--- src/rtl/sicaklik_pkg.sv ---
// Shared types and width helpers for the temperature monitor.
package sicaklik_pkg;

    typedef enum logic [1:0] {NORMAL, SAYIM, ALARM} durum_e;

    localparam int unsigned KELVIN_OFSET = 273;

    function automatic int unsigned toplam_genislik(input int unsigned veri_w,
                                                    input int unsigned pencere_log2);
        return veri_w + pencere_log2;
    endfunction

    function automatic int unsigned cikis_genislik(input int unsigned veri_w,
                                                   input int unsigned kelvin);
        return veri_w + 2 * kelvin;
    endfunction

endpackage

--- src/rtl/kayan_ortalama.sv ---
// Sliding-window sum over 2^PENCERE_LOG2 samples; empty slots count as zero.
module kayan_ortalama
    import sicaklik_pkg::*;
#(
    parameter int unsigned VERI_W       = 7,
    parameter int unsigned PENCERE_LOG2 = 2
) (
    input  logic              saat,
    input  logic              reset_n,
    input  logic              giris_gecerli,
    input  logic [VERI_W-1:0] sicaklik,
    output logic [VERI_W-1:0] ortalama,
    output logic              dolu
);

    localparam int unsigned N  = 1 << PENCERE_LOG2;
    localparam int unsigned TW = toplam_genislik(VERI_W, PENCERE_LOG2);
    localparam int unsigned DW = PENCERE_LOG2 + 1;
    localparam logic [DW-1:0] N_SAYI = DW'(N);

    logic [VERI_W-1:0]       tampon_q [N];
    logic [TW-1:0]           toplam_q, toplam_d;
    logic [PENCERE_LOG2-1:0] yaz_q;
    logic [DW-1:0]           doluluk_q, doluluk_d;

    // Both outputs describe the window as it stands after accepting the current sample.
    always_comb begin
        toplam_d  = toplam_q + TW'(sicaklik) - TW'(tampon_q[yaz_q]);
        doluluk_d = (doluluk_q == N_SAYI) ? doluluk_q : doluluk_q + DW'(1);
        ortalama  = toplam_d[TW-1:PENCERE_LOG2];
        dolu      = (doluluk_d == N_SAYI);
    end

    always_ff @(posedge saat or negedge reset_n) begin
        if (!reset_n) begin
            for (int i = 0; i < N; i++) begin
                tampon_q[i] <= '0;
            end
            toplam_q  <= '0;
            yaz_q     <= '0;
            doluluk_q <= '0;
        end else if (giris_gecerli) begin
            tampon_q[yaz_q] <= sicaklik;
            toplam_q        <= toplam_d;
            yaz_q           <= yaz_q + PENCERE_LOG2'(1);
            doluluk_q       <= doluluk_d;
        end
    end

endmodule

--- src/rtl/sicaklik_izleyici.sv ---
// Temperature monitor: moving average with a debounced hysteresis alarm and optional Kelvin output.
module sicaklik_izleyici
    import sicaklik_pkg::*;
#(
    parameter int unsigned VERI_W       = 7,
    parameter int unsigned PENCERE_LOG2 = 2,
    parameter int unsigned ALARM_SAYAC  = 1,
    parameter int unsigned KELVIN       = 0
) (
    input  logic                                          saat,
    input  logic                                          reset_n,
    input  logic                                          giris_gecerli,
    input  logic [VERI_W-1:0]                             sicaklik,
    input  logic [VERI_W-1:0]                             esik_ust,
    input  logic [VERI_W-1:0]                             esik_alt,
    output logic [cikis_genislik(VERI_W, KELVIN)-1:0]     ortalama_sicaklik,
    output logic                                          cikis_gecerli,
    output logic                                          pencere_dolu,
    output logic                                          alarm_cal
);

    localparam int unsigned OW      = cikis_genislik(VERI_W, KELVIN);
    localparam int unsigned SAYAC_W = (ALARM_SAYAC > 1) ? $clog2(ALARM_SAYAC + 1) : 1;
    localparam logic [SAYAC_W-1:0] HEDEF = SAYAC_W'(ALARM_SAYAC);
    localparam logic [OW-1:0]      OFSET = (KELVIN != 0) ? OW'(KELVIN_OFSET) : '0;

    logic [VERI_W-1:0]  ortalama;
    logic               dolu;
    logic [VERI_W-1:0]  esik_temiz;
    logic               ust_asildi, temizle;
    logic [OW-1:0]      cikis_deger;
    logic [SAYAC_W-1:0] sayac_q, sayac_art;
    durum_e             durum_q;

    kayan_ortalama #(
        .VERI_W       (VERI_W),
        .PENCERE_LOG2 (PENCERE_LOG2)
    ) u_kayan_ortalama (
        .saat          (saat),
        .reset_n       (reset_n),
        .giris_gecerli (giris_gecerli),
        .sicaklik      (sicaklik),
        .ortalama      (ortalama),
        .dolu          (dolu)
    );

    // Thresholds always compare against the Celsius average; a crossed pair clamps to esik_ust.
    always_comb begin
        esik_temiz  = (esik_alt < esik_ust) ? esik_alt : esik_ust;
        ust_asildi  = (ortalama >= esik_ust);
        temizle     = (ortalama < esik_temiz);
        sayac_art   = sayac_q + SAYAC_W'(1);
        cikis_deger = OW'(ortalama) + OFSET;
    end

    always_ff @(posedge saat or negedge reset_n) begin
        if (!reset_n) begin
            durum_q           <= NORMAL;
            sayac_q           <= '0;
            ortalama_sicaklik <= '0;
            cikis_gecerli     <= 1'b0;
            pencere_dolu      <= 1'b0;
            alarm_cal         <= 1'b0;
        end else begin
            cikis_gecerli <= giris_gecerli;
            if (giris_gecerli) begin
                ortalama_sicaklik <= cikis_deger;
                pencere_dolu      <= dolu;
                // Alarm logic only runs once the window holds N real samples.
                if (dolu) begin
                    case (durum_q)
                        NORMAL: begin
                            if (ust_asildi) begin
                                if (ALARM_SAYAC == 1) begin
                                    durum_q   <= ALARM;
                                    alarm_cal <= 1'b1;
                                end else begin
                                    durum_q <= SAYIM;
                                    sayac_q <= SAYAC_W'(1);
                                end
                            end
                        end
                        SAYIM: begin
                            if (!ust_asildi) begin
                                durum_q <= NORMAL;
                                sayac_q <= '0;
                            end else if (sayac_art == HEDEF) begin
                                durum_q   <= ALARM;
                                sayac_q   <= '0;
                                alarm_cal <= 1'b1;
                            end else begin
                                sayac_q <= sayac_art;
                            end
                        end
                        ALARM: begin
                            if (temizle) begin
                                durum_q   <= NORMAL;
                                alarm_cal <= 1'b0;
                            end
                        end
                        default: begin
                            durum_q   <= NORMAL;
                            sayac_q   <= '0;
                            alarm_cal <= 1'b0;
                        end
                    endcase
                end
            end
        end
    end

endmodule

--- config.mk ---
export PLATFORM = sky130hd
export DESIGN_NAME = sicaklik_izleyici
export DESIGN_NICKNAME = d
export VERILOG_FILES = /design/src/rtl/sicaklik_pkg.sv /design/src/rtl/kayan_ortalama.sv /design/src/rtl/sicaklik_izleyici.sv
export SDC_FILE = /design/constraint.sdc
export NUM_CORES = 1
export LEC_CHECK = 0
export CORE_MARGIN = 1.5
export CORE_UTILIZATION = 70
export CTS_BUF_LIST = sky130_fd_sc_hd__clkbuf_8
export DETAILED_ROUTE_END_ITERATION = 10
export DONT_BUFFER_PORTS = 1
export GPL_TIMING_DRIVEN = 0
export HOLD_SLACK_MARGIN = 0.05
export PLACE_DENSITY = 0.87
export RECOVER_POWER = 25
export SYNTH_ARGS = -nofsm -noshare
export SYNTH_HDL_FRONTEND = slang
export SYNTH_SLANG_ARGS = --single-unit
--- constraint.sdc ---
create_clock -name saat -period 6.15 [get_ports saat]
set_clock_uncertainty 0.1 [all_clocks]
set_input_delay 1.23 -clock saat [delete_from_list [all_inputs] [get_ports saat]]
set_output_delay 1.23 -clock saat [all_outputs]
set_load 0.02 [all_outputs]
* Yosys cells after proc, flatten, opt, wreduce, memory -nomap -nowiden
Index checks and enable logic that the tools add are counted.
Word-level totals: bits in registers 54, input port bits 24
Operators by class: add/subtract/negate cells 4, $lt $le $gt $ge 5, equal/unequal tests 7, muxes and demuxes 15, bitwise operators 1, reduce and logical (&&, ||, !) cells 5
Operators with widths (count):
- $bwmux W28 | 1
- $mux W7 | 4
- $bmux W7 S2 | 1
- $demux W7 S2 | 1
- $lt A7 B7 Y1 | 2
- $add A9 B7 Y9 | 1
- $sub A9 B7 Y9 | 1
- $ge A7 B7 Y1 | 1
- $eq A3 B3 Y1 const B | 2
- $mux W2 | 3
- $ne A2 B2 Y1 const B | 3
- $pmux W2 S3 | 1
- $reduce_and A5 Y1 | 1
- $reduce_and A4 Y1 | 1
- $add A3 B1 Y3 const B | 1
- $ge A3 B3 Y1 const B | 1
- $lt A3 B1 Y1 const B | 1
- $mux W3 | 1
- $not A2 Y3 | 1
- $add A2 B1 Y2 const B | 1
- $eq A2 B1 Y1 const B | 1
- $eq A2 B2 Y1 const B | 1
- $logic_not A2 Y1 | 1
- $mux W1 | 2
- 3 further kinds | 3

* Logic depth before layout (Yosys ltp)
word-level depth 8, depth in mapped cells 17

* Cells and area by module
From an unflattened synthesis, not the netlist that was laid out.
Second synthesis, totals: cells, all modules 348, area, all modules 3407.0 µm²
By module, submodules not included:
- kayan_ortalama | times used 1, cells each 254, area each 2506.2 µm²
- sicaklik_izleyici | times used 1, cells each 94, area each 900.9 µm²

* Least setup slack after synthesis
No wires, ideal clock.
path type in2reg, start input sicaklik[2], end register alarm_cal, setup time 132 ps, data arrival time 3957 ps, data required time 5918 ps, path slack 1961 ps, cell stages on the path 14, path buffers 0, path through inv_1 -> fa_1 -> inv_1 -> ha_1 -> nor2b_4 -> o31a_1 -> o21a_1 -> a21oi_2 -> xnor3_1 -> ha_1 -> nand2_1 -> nand3b_1 -> nor4_1 -> a211oi_1
Between the ends: longest elaborated chain between the ends 5
RTL lines:
- start, declared | line sicaklik_izleyici.sv:13 | input logic [VERI_W-1:0] sicaklik,
- $add A9 B7 Y9 (*) | line kayan_ortalama.sv:28 | toplam_d = toplam_q + TW'(sicaklik) - TW'(tampon_q[yaz_q]);
- $sub A9 B7 Y9 (*) | line kayan_ortalama.sv:28
- net cikis_deger[6] | line sicaklik_izleyici.sv:31 | logic [OW-1:0] cikis_deger;
- $lt A7 B7 Y1 / $ge A7 B7 Y1 (equally long branches) | line sicaklik_izleyici.sv:51, sicaklik_izleyici.sv:50
- $ne A2 B2 Y1 (no line)
- $reduce_and A5 Y1 (no line) (*)
- end signal, assigned | line sicaklik_izleyici.sv:63 | alarm_cal <= 1'b0;
- end signal, assigned | line sicaklik_izleyici.sv:76 | alarm_cal <= 1'b1;
- end signal, assigned | line sicaklik_izleyici.sv:90 | alarm_cal <= 1'b1;
- end, declared | line sicaklik_izleyici.sv:19 | output logic alarm_cal
The timed path passes the listed nets; every way through them passes the cells marked *. A chain may end at the register's enable or synchronous reset.

* Final worst setup path
start register u_kayan_ortalama.yaz_q[0], end register alarm_cal
Between the ends: longest elaborated chain between the ends 8
RTL lines:
- start, declared | line kayan_ortalama.sv:23 | logic [PENCERE_LOG2-1:0] yaz_q;
- start signal, assigned | line kayan_ortalama.sv:45 | yaz_q <= yaz_q + PENCERE_LOG2'(1);
- $not A2 Y3 (not written as such) (*) | line kayan_ortalama.sv:28
- $bmux W7 S2 (*) | line kayan_ortalama.sv:28
- $mux W7 (not written as such) (*) (2 in a row) | line kayan_ortalama.sv:28
- $sub A9 B7 Y9 (*) | line kayan_ortalama.sv:28
- net cikis_deger[6] | line sicaklik_izleyici.sv:31
- $lt A7 B7 Y1 / $ge A7 B7 Y1 (equally long branches) | line sicaklik_izleyici.sv:51, sicaklik_izleyici.sv:50
- $ne A2 B2 Y1 (no line)
- $reduce_and A5 Y1 (no line) (*)
The timed path passes the listed nets; every way through them passes the cells marked *. The select of a mux whose other input is x is not followed.

==> key figures <==
Synth
  – Synth async-reset ratio: 100%
  – Syn_nets: 382
  – Post-synth EDFFs: 0
  – Sequential area share after synthesis: between 30% and 40%
  – Ys flop type: dfrtp_1
  – Post-Syn Instances: 317
  – Top cells by count, synth: dfrtp_1 (45), inv_1 (41), nand2_1 (38)
  – Syn. warnings: 0
  – Yosys reg bits: 45
  – Yosys top cell area share: 35.9%
  – Synthesized cell area: 3130 sq um
  – Synth top area cells: dfrtp_1 (36%), ha_1 (14%), o21ai_0 (5.3%)
  – Most common cell in the netlist: dfrtp_1
  – Area leader, netlist: dfrtp_1
  – Syn avg cell area: 9.89 sq um
  – Post-synth cell types: 46

Outcome
  – Outcome: complete, no violations

Setup path
  – CP most frequent cell: ha_1
  – Reg2reg end: alarm_cal$_DFFE_PN0P_
  – Arr. time, crit path: 4490 ps
  – Setup slack, reg-to-reg: about 1700 ps
  – CP delay by family, top: adder cells
  – Slowest CP cell: mux4_2
  – Crit end category: flip-flop
  – Critical path startpoint category: flip-flop
  – Critical path class: flip-flop to flip-flop
  – Cell Chain, Critical Path: buf_2, mux4_2, fa_1, inv_1, ha_1, nor2b_4, o31a_1, o21a_1, a21oi_2, xnor3_1, ha_1, nand2_1, nand3b_1, nor4_1, a211oi_1
  – Crit path largest cell delay: about 580 ps
  – CP Buf/Inv Count: 2
  – CP Max Fanout: 9
  – Reg2reg start: u_kayan_ortalama.yaz_q[0]$_DFFE_PN0P_
  – R2R cell count: 15
  – CP required: 6220 ps

Min path
  – Hold Crit Class: flip-flop to flip-flop
  – Hold path endpoint: u_kayan_ortalama.tampon_q[23]$_DFFE_PN0P_
  – Hold path startpoint: u_kayan_ortalama.tampon_q[23]$_DFFE_PN0P_
  – Hold Path Stages: 2

GRT
  – Largest net degree at the start of global routing: 46
  – First-pass GRT wire length: 10900 um
  – Grt ovf: 0
  – Vias in the first global route: 2403
  – Initial antenna violation count: 0
  – Tot GR Track Use: between 20% and 30%

Clock network
  – Root Buffer: clkbuf_8
  – CTS buffer count: 5
  – Post CTS Setup Buffer Count: 0
  – H-tree depth: 2
  – Num Clock Sinks: 45
  – Post-CTS sizing: 0
  – Hold buffer count at cts: 0
  – CTS max path bufs: 2
  – Clock Latency Late Sink: 300 ps
  – Clock slew at the register clock pins of the worst setup and hold paths: 80 ps
  – TritonCTS clock tree: built

STA
  – Fin. max-slew vios: 0
  – Worst hold margin: just under 400 ps
  – Final worst path period need: 4420 ps
  – Max Freq: approximately 230 MHz
  – Final hold vios: 0
  – Worst setup margin: 1730 ps
  – Slew margin rel.: 61.3%
  – Period utilization: 71.8%
  – Sum Neg Setup Slack: 0 ps
  – Worst slew pin tran: roughly 580 ps
  – Final setup vio count: 0
  – RSZ-0062 raised after global routing: false

Placement
  – Port Buffers: 0
  – Pre-CTS setup slack: approximately 1600 ps
  – HPWL Detailed: just over 5000 um
  – GP Congestion: 0.865

Layout
  – Area growth syn-to-layout: 4.83%
  – Filler Cells Inserted: 295
  – ANT cells: 0
  – Fin nets: around 390
  – Share of cells above drive strength 1: 11.1%

Floorplan
  – Die extent in y: 69.9 um
  – FP Rows: 24
  – Area of the die: just under 5000 sq um
  – Core box area: 4320 sq um
  – I/O pin cnt: 34
  – Die width: 69.9 um
  – Initial cell density of the core: 72.5%

Drt
  – Final wirelength: 6440 um
  – TritonRoute pass-1 iters: 4
  – Vias per inst: a little over 6
  – Post-route DRC: 0
  – DR iter-0 viols: 104
  – Antenna-violating nets left: 0
  – WL per Instance: ~17 um
  – Vias post-DR: 2298

Flow run
  – Max-Cap Viols: 0
==> final cells by class <==
class / count / area [sq um] / area share [%]
buffer: 15 / 85.1 / 2.59
clock buffer: 6 / 82.6 / 2.51
clock inverter: 1 / 3.75 / 0.114
inverter: 42 / 158 / 4.80
multi-input combinational: 215 / 1770 / 53.7
sequential: 45 / 1130 / 34.3
tap: 52 / 65.1 / 1.98
==> layout by cell type, fill, tap and decap left out, types with 6 or more instances in the layout <==
cell type  Yosys  final
a21o_1         6      6
a21oi_1        9      9
buf_4          7      7
clkbuf_1       6      6
clkbuf_8       0      6
dfrtp_1       45     45
fa_1           7      7
ha_1          34     34
inv_1         41     42
mux2_2         7      7
mux2i_1        9      9
mux4_2         7      7
nand2_1       38     38
nor2_1         6      6
o21ai_0       33     33
==> metrics by stage <==
step           instance area (sq um)  utilization, %  instances
6_report                        3290            76.0        376
5_1_grt                         3290            76.0        376
4_1_cts                         3290            76.0        376
3_5_place_dp                    3200            74.0        369
3_3_place_gp                    3200            74.0        369
2_1_floorplan                   3130               -        317
==> how the worst max path moves through the flow <==
stage	startpoint	endpoint	slack [ps]	depth (start not counted)
6_report	u_kayan_ortalama.yaz_q[0]$_DFFE_PN0P_	alarm_cal$_DFFE_PN0P_	1730	15
2_1_floorplan	sicaklik[2]	alarm_cal$_DFFE_PN0P_	1960	14
5_1_grt	u_kayan_ortalama.yaz_q[0]$_DFFE_PN0P_	alarm_cal$_DFFE_PN0P_	1480	15
3_5_place_dp	sicaklik[2]	alarm_cal$_DFFE_PN0P_	1630	14
3_3_place_gp	sicaklik[2]	alarm_cal$_DFFE_PN0P_	1740	14
4_1_cts	u_kayan_ortalama.yaz_q[0]$_DFFE_PN0P_	alarm_cal$_DFFE_PN0P_	1740	15
==> registers in the layout, summed over array words and instances, names as in the netlist <==
name and cells:
u_kayan_ortalama.tampon_q 28, pencere_dolu 1, alarm_cal 1, u_kayan_ortalama.toplam_q 3, ortalama_sicaklik 6, u_kayan_ortalama.doluluk_q 3, cikis_gecerli 1, u_kayan_ortalama.yaz_q 2
==> worst min-delay path, delay by kind of cell (launching register included) <==
family | cells | cell delay (ps)
DFF | 1 | 350
AOI/OAI and AO/OA | 1 | 60
and+or+nand+nor | 1 | 50
==> logic make-up (layout without fill, tap and decap cells) <==
family          count (synthesis)  in the layout  share of synthesized area (%)
simple gates                   72             72                           10.9
compound gates                 71             71                           14.1
buf+inv                        57             64                           7.74
flops                          45             45                           35.9
fa+ha+maj                      41             41                           18.0
mux                            24             24                           10.9
xor+xnor                        7              7                           2.40
==> metal layers <==
layer | global-route usage [%] | up-vias | wire (um)
li1 | - | 1095 | -
met1 | 36.8 | 1137 | 2830
met2 | 50.7 | 55 | 3270
met3 | 5.77 | 11 | 267
met4 | 7.48 | 0 | 78
met5 | 0 | - | 0
Power is not shown: default switching activity piles up to over one toggle a cycle in this logic, so the estimate is an artifact.
